==> src/rtl/stream_demux_pkg.sv <==
// Shared configuration, select encodings and FSM state type for stream_demux.
package stream_demux_pkg;

    localparam int MUX_CONFIG = 1;
    localparam int CNT_W      = 16;

    localparam logic [1:0] SEL_A = 2'b00;
    localparam logic [1:0] SEL_B = 2'b01;
    localparam logic [1:0] SEL_C = 2'b10;
    localparam logic [1:0] SEL_D = 2'b11;

    typedef enum logic {EMPTY, FULL} state_t;

endpackage

==> src/rtl/stream_demux_sat_cnt.sv <==
// Saturating transfer counter with synchronous clear; clear has priority over increment.
module stream_demux_sat_cnt
    import stream_demux_pkg::*;
(
    input  logic             clk,
    input  logic             rst,
    input  logic             clr,
    input  logic             inc,
    output logic [CNT_W-1:0] count
);

    always_ff @(posedge clk or posedge rst) begin
        if (rst) begin
            count <= '0;
        end else if (clr) begin
            count <= '0;
        end else if (inc && (count != '1)) begin
            count <= count + 1'b1;
        end
    end

endmodule

==> src/rtl/stream_demux.sv <==
// Registered 1:2 / 1:4 stream demultiplexer with a one-entry holding register.
// Optional per-port transfer counters are enabled by defining STREAM_DEMUX_CNT_EN.
module stream_demux
    import stream_demux_pkg::*;
#(
    parameter int N = 8,
    parameter int S = MUX_CONFIG
) (
    input  logic             i_clk,
    input  logic             i_rst,
`ifdef STREAM_DEMUX_CNT_EN
    input  logic             i_cnt_clr,
    output logic [CNT_W-1:0] o_cnt_a,
    output logic [CNT_W-1:0] o_cnt_b,
    output logic [CNT_W-1:0] o_cnt_c,
    output logic [CNT_W-1:0] o_cnt_d,
`endif
    input  logic [N-1:0]     i_data,
    input  logic [S-1:0]     i_sel,
    input  logic             i_valid,
    output logic             o_ready,
    output logic [N-1:0]     o_y_a,
    output logic [N-1:0]     o_y_b,
    output logic [N-1:0]     o_y_c,
    output logic [N-1:0]     o_y_d,
    output logic             o_valid_a,
    output logic             o_valid_b,
    output logic             o_valid_c,
    output logic             o_valid_d,
    input  logic             i_ready_a,
    input  logic             i_ready_b,
    input  logic             i_ready_c,
    input  logic             i_ready_d
);

    generate
        if (!(S inside {[1:2]}) || (N < 1)) begin : g_bad_config
            $fatal(1, "%m: illegal configuration S=%0d N=%0d", S, N);
        end
    endgenerate

    // Ports c/d do not exist in the 1:2 configuration.
    localparam logic [3:0] PORT_MASK = (S == 1) ? 4'b0011 : 4'b1111;

    state_t       state;
    state_t       next_state;
    logic [N-1:0] held_data;
    logic [1:0]   held_dest;
    logic [1:0]   sel_ext;
    logic [3:0]   ready_vec;
    logic [3:0]   valid_vec;
    logic         dest_ready;
    logic         load;

    assign sel_ext    = 2'(i_sel);
    assign ready_vec  = {i_ready_d, i_ready_c, i_ready_b, i_ready_a} & PORT_MASK;
    assign dest_ready = ready_vec[held_dest];

    always_comb begin
        next_state = state;
        load       = 1'b0;
        o_ready    = 1'b0;
        case (state)
            EMPTY: begin
                o_ready = 1'b1;
                if (i_valid) begin
                    load       = 1'b1;
                    next_state = FULL;
                end
            end
            FULL: begin
                o_ready = dest_ready;
                if (dest_ready) begin
                    if (i_valid) begin
                        load = 1'b1;
                    end else begin
                        next_state = EMPTY;
                    end
                end
            end
            default: next_state = EMPTY;
        endcase
    end

    always_ff @(posedge i_clk or posedge i_rst) begin
        if (i_rst) begin
            state     <= EMPTY;
            held_data <= '0;
            held_dest <= SEL_A;
        end else begin
            state <= next_state;
            if (load) begin
                held_data <= i_data;
                held_dest <= sel_ext;
            end
        end
    end

    always_comb begin
        valid_vec = '0;
        if (state == FULL) begin
            case (held_dest)
                SEL_A:   valid_vec[0] = 1'b1;
                SEL_B:   valid_vec[1] = 1'b1;
                SEL_C:   valid_vec[2] = 1'b1;
                SEL_D:   valid_vec[3] = 1'b1;
                default: valid_vec    = '0;
            endcase
        end
        valid_vec = valid_vec & PORT_MASK;
    end

    assign o_valid_a = valid_vec[0];
    assign o_valid_b = valid_vec[1];
    assign o_valid_c = valid_vec[2];
    assign o_valid_d = valid_vec[3];

    // Idle ports are forced to zero so stale data never leaks out.
    assign o_y_a = valid_vec[0] ? held_data : '0;
    assign o_y_b = valid_vec[1] ? held_data : '0;
    assign o_y_c = valid_vec[2] ? held_data : '0;
    assign o_y_d = valid_vec[3] ? held_data : '0;

`ifdef STREAM_DEMUX_CNT_EN
    logic [CNT_W-1:0] cnt [4];

    for (genvar p = 0; p < 4; p++) begin : g_cnt
        stream_demux_sat_cnt u_cnt (
            .clk   (i_clk),
            .rst   (i_rst),
            .clr   (i_cnt_clr),
            .inc   (valid_vec[p] & ready_vec[p]),
            .count (cnt[p])
        );
    end

    assign o_cnt_a = cnt[0];
    assign o_cnt_b = cnt[1];
    assign o_cnt_c = cnt[2];
    assign o_cnt_d = cnt[3];
`endif

endmodule

==> config.mk <==
export PLATFORM = sky130hd
export DESIGN_NAME = stream_demux
export DESIGN_NICKNAME = d
export VERILOG_FILES = /design/src/rtl/stream_demux_pkg.sv /design/src/rtl/stream_demux_sat_cnt.sv /design/src/rtl/stream_demux.sv
export SDC_FILE = /design/constraint.sdc
export NUM_CORES = 1
export LEC_CHECK = 0
export CAP_MARGIN = 20
export CORE_AREA = 2 2 49 51
export CTS_CLUSTER_SIZE = 30
export DETAILED_ROUTE_END_ITERATION = 10
export DIE_AREA = 0 0 51 53
export PLACE_DENSITY = 0.85
export SETUP_SLACK_MARGIN = 0.05
export SLEW_MARGIN = 20
export SYNTH_ARGS = -nofsm -noshare
export SYNTH_HDL_FRONTEND = slang
export SYNTH_SLANG_ARGS = --single-unit
==> constraint.sdc <==
create_clock -name i_clk -period 1.5 [get_ports i_clk]
set_input_delay 0.225 -clock i_clk [delete_from_list [all_inputs] [get_ports i_clk]]
set_output_delay 0.225 -clock i_clk [all_outputs]
set_load 0.05 [all_outputs]
# == Word level (Yosys, flattened, before mapping) ==
# Index checks and enable logic that the tools add are counted.
# classes
order_cmp,1
n_mux,13
bitwise,1
reduce_logical,1
# ops
cell,count
two-way mux 8 bit,2
two-way mux 1 bit,7
one-hot mux 1 bit (2 select lines),3
"< comparator 1 x 3 -> 1 bit, second input constant",1
zero test 2 bit,1
two-way mux 2 bit,1
NOT 1 bit,1
# word_totals
regBits,10
input_bits,16
output_inout_bits,37
wordCells,19

# == Longest topological paths before layout ==
# Gate-level depths: netlist (run 1).
# logic_depth
depth_word,4
mapped_depth,3
mapped_depth_nobuf,3

# == Worst setup path before layout (run 1) ==
# OpenSTA, ideal clock, no wires.
# synth_timing
path_type,reg-to-output
from,register state
to,output o_y_a[0]
arrival_time_ns,1.809
t_required_ns,1.275
path_slack_ns,-0.534
path_stages_with_launch,4
path_buffers,0
path_cell_list,dfrtp_1 -> inv_1 -> nor2_1 -> and2_1
# synth_between
elab_chain_len,2
# synth_rtl
item,line,source
"start, declared",stream_demux.sv:45,state_t state;
"start signal, assigned",stream_demux.sv:91,state <= next_state;
two-way mux 2 bit,stream_demux.sv:101,if (state == FULL) begin
via o_valid_a,stream_demux.sv:26,"output logic o_valid_a,"
two-way mux 8 bit,stream_demux.sv:119,assign o_y_a = valid_vec[0] ? held_data : '0;
"end, declared",stream_demux.sv:22,"output logic [N-1:0] o_y_a,"
# The timed path passes the listed nets, and every way through them passes these cells.

# == Worst setup path in the final report (run 1) ==
# layout_timing
from,register held_dest[0]
to,output o_y_a[5]
# layout_between
elab_chain_len,4
# layout_rtl
item,line,source
"start, declared",stream_demux.sv:48,logic [1:0] held_dest;
"start signal, assigned",stream_demux.sv:94,held_dest <= sel_ext;
zero test 2 bit,stream_demux.sv:102,case (held_dest)
two-way mux 1 bit,stream_demux.sv:102,
two-way mux 2 bit,stream_demux.sv:101,
two-way mux 8 bit,stream_demux.sv:119,
# No other way between the ends.

==> results.sh, run 1 <==
export IMPL_setup_tns_ns=-0.516
export IMPL_r2r_slack_ns=0.09
export IMPL_clk_pin_slew_ns=0.07
export IMPL_path_cells="buf_6 > nor2_4 > and2_4 > buf_12"
export IMPL_seq_area_frac_synth=0.372
export IMPL_skew_ns=0.000766
export IMPL_synthSimpleGateAreaFrac=0.188
export IMPL_cp_depth=4
export IMPL_grt_overflow_total=0
export IMPL_hold_path_class="in2async"
export IMPL_rsz0062_at_grt="true"
export IMPL_power_density_nw_per_um2=1230
export IMPL_dp_hpwl_um=1240
export IMPL_coreArea_sq_um=2150
export IMPL_wl_um=1900
export IMPL_drv_cap=0
export IMPL_antenna_found_initial=0
export IMPL_clockBufferDepth=2
export IMPL_first_pass_iters=2
export IMPL_wl_per_cell_um=13.6
export IMPL_final_setup_viol_count=15
export IMPL_seqPwrFrac=0.214
export IMPL_worstPathRequired_ns=1.27
export IMPL_min_period_over_period=1.04
export IMPL_die_w_um=51
export IMPL_synth_mux_area_frac=0.149
export IMPL_drive_gt1_frac=0.598
export IMPL_area_delta_synth_final_pct=106
export IMPL_final_cell_mix="buf_12 (20), conb_1 (18), clkdlybuf4s50_1 (13)"
export IMPL_cp_slowest_cell="dfrtp_2"
export IMPL_switching_share=0.415
export IMPL_crit_start="held_dest[0]"
export IMPL_syn_area_sq_um=672
export IMPL_grt_pass1_wl_um=2730
export IMPL_start_util=0.313
export IMPL_yosysWarnings=0
export IMPL_pwr_share_clk=0.145
export IMPL_critPathCapture="o_y_a[5]"
export IMPL_stdcell_area_sq_um=1380
export IMPL_r2r_worst_path_cells=4
export IMPL_reg2reg_from="held_dest[0]"
export IMPL_synth_top_family_by_area="buffers and inverters"
export IMPL_numPortBuffers=32
export IMPL_drt_iter0_drc=6
export IMPL_postRouteAntennaNets=0
export IMPL_internal_power_uw=996
export IMPL_die_y_um=53
export IMPL_cts_root_buf="clkbuf_4"
export IMPL_vias=605
export IMPL_avgViaCountPerCell=4.32
export IMPL_path_buf_inv=2
export IMPL_hold_viol_final=0
export IMPL_dpl_cell_area_sq_um=1170
export IMPL_final_common_cell="buf_12"
export IMPL_power_frac_comb=0.641
export IMPL_clock_latency_ns=0.26
export IMPL_cp_top_family="flip-flops"
export IMPL_place_congestion=0.671
export IMPL_drv_slew=0
export IMPL_num_rows=17
export IMPL_num_io_pins=53
export IMPL_ys_types=16
export IMPL_worstReg2RegEnd="held_data[3]"
export IMPL_synth_xor_area_share=0
export IMPL_endpoint_kind="primary output"
export IMPL_timing_final_ws_setup_ns=-0.0605
export IMPL_switchingPower_uw=707
export IMPL_grtUsageTotal=0.146
export IMPL_slowest_delay_ns=0.45
export IMPL_status="finished, violations left"
export IMPL_grt_pass1_vias=583
export IMPL_synth_compound_area_frac=0.0615
export IMPL_synth_adder_area_share=0
export IMPL_cp_arrival_ns=1.34
export IMPL_critPathLaunchType="register"
export IMPL_syn_inst=67
export IMPL_crit_path_max_fanout=5
export IMPL_cts_buffers=3
export IMPL_ys_ff_latch=10
export IMPL_nNetsFinal=129
export IMPL_post_route_util=0.644
export IMPL_total_leakage_power_nw=0.624
export IMPL_die_area_sq_um=2700
export IMPL_timing_fmax_mhz=641
export IMPL_hold_buffers=0
export IMPL_h_tree_depth=1
export IMPL_grt_max_degree=11
export IMPL_synth_avg_cell_area_sq_um=10.0
export IMPL_violations="setup timing"
export IMPL_worst_setup_path_type="reg2out"
export IMPL_peakVddDrop_v=0.000831
export IMPL_cts_tree="yes"
export IMPL_drc=0
export IMPL_n_antenna_cell=0
export IMPL_cts_sinks=10
export IMPL_min_period_ns=1.56
-- cells in the mapped netlist --
cell type  instances  area, sq um
a21boi_4           1         18.8
a21o_2             1         8.76
a22o_1             1         8.76
and2_1             9         56.3
and3_1             8         50.1
buf_4             18          135
clkbuf_1           2         7.51
conb_1             1         3.75
dfrtp_1           10          250
inv_1              2         7.51
mux2_2             8         90.1
mux2i_1            1         10.0
nand2_1            1         3.75
nand2b_1           2         12.5
nor2_1             1         3.75
o21ai_0            1         5.00
-- sequential cells by signal, indices dropped and copies added (netlist names) --
signal     count
state          1
held_dest      1
held_data      8
-- cells by family after synthesis --
logic type	Yosys count
other cells	1
buf+inv	22
flops	10
simple gates	21
compound gates	4
mux	9
-- worst register-to-register path, stage by stage (launching register included) --
cell and delay, ns:
dfrtp_2 0.45, mux2i_4 0.21, a21boi_4 0.17, buf_12 0.14, mux2_2 0.33
-- power by group through the flow --
stage / registers [mW] / logic (mW) / clock network (mW)
floorplan: 0.351 / 0.563 / 0
global placement: 0.356 / 0.929 / 0
detailed placement: 0.359 / 0.941 / 0
CTS: 0.359 / 1.04 / 0.264
global route: 0.373 / 1.13 / 0.287
finish: 0.365 / 1.09 / 0.246
-- metal layers --
layer / wire (um) / GRT usage / up-vias
met2: 1150 / 0.288 / 32
met4: 0 / 0.0541 / 0
met1: 624 / 0.135 / 294
met3: 127 / 0.0508 / 0
met5: 0 / 0 / -
li1: - / - / 279
-- metrics by stage --
| stage | power, mW | setup WS [ns] | hold slack, ns | std cells |
|---|---|---|---|---|
| 2_1_floorplan | 0.915 | 0.0897 | 0.0652 | 84 |
| 3_3_place_gp | 1.29 | -0.156 | 0.496 | 128 |
| 3_5_place_dp | 1.30 | -0.188 | 0.506 | 128 |
| 4_1_cts | 1.66 | -0.0696 | 0.233 | 138 |
| 5_1_grt | 1.79 | -0.130 | 0.238 | 140 |
| 6_report | 1.70 | -0.0605 | 0.237 | 140 |
-- worst min path at each step --
stage,startpoint,to,slack [ns],cells past startpoint
after floorplan,i_rst,held_data[0],0.07,1
after global placement,held_data[5],held_data[5],0.50,1
after detailed placement,held_data[6],held_data[6],0.51,1
after CTS,i_rst,held_data[5],0.23,2
after global routing,i_rst,held_data[5],0.24,2
final,i_rst,held_data[4],0.24,2
-- timing repair --
item,in CTS,in global routing
resized for setup,19,9
pin swaps,8,1
setup buffers,4,2
gates cloned,2,0
endpoints found under the setup margin,17,27
-- cell type report --
| class | count | area [sq um] |
|---|---|---|
| Fill cell | 164 | 764 |
| Timing Repair Buffer | 43 | 621 |
| Multi-Input combinational cell | 53 | 432 |
| Sequential cell | 10 | 253 |
| Clock buffer | 4 | 36.3 |
| Tap cell | 28 | 35.0 |
| Inverter | 2 | 7.51 |
(Power assumes the default switching activity.)
==> run 2, diff against run 1 <==
--- a/config.mk
+++ b/config.mk
@@ -15,4 +15,5 @@
 export SLEW_MARGIN = 20
 export SYNTH_ARGS = -nofsm -noshare
 export SYNTH_HDL_FRONTEND = slang
+export SYNTH_HIERARCHICAL = 1
 export SYNTH_SLANG_ARGS = --single-unit
==> results of run 2 <==
Same layout as run 1: the final DEF is identical, and so are final timing and power.
Among the figures that moved: Yosys warning count 0 -> 6
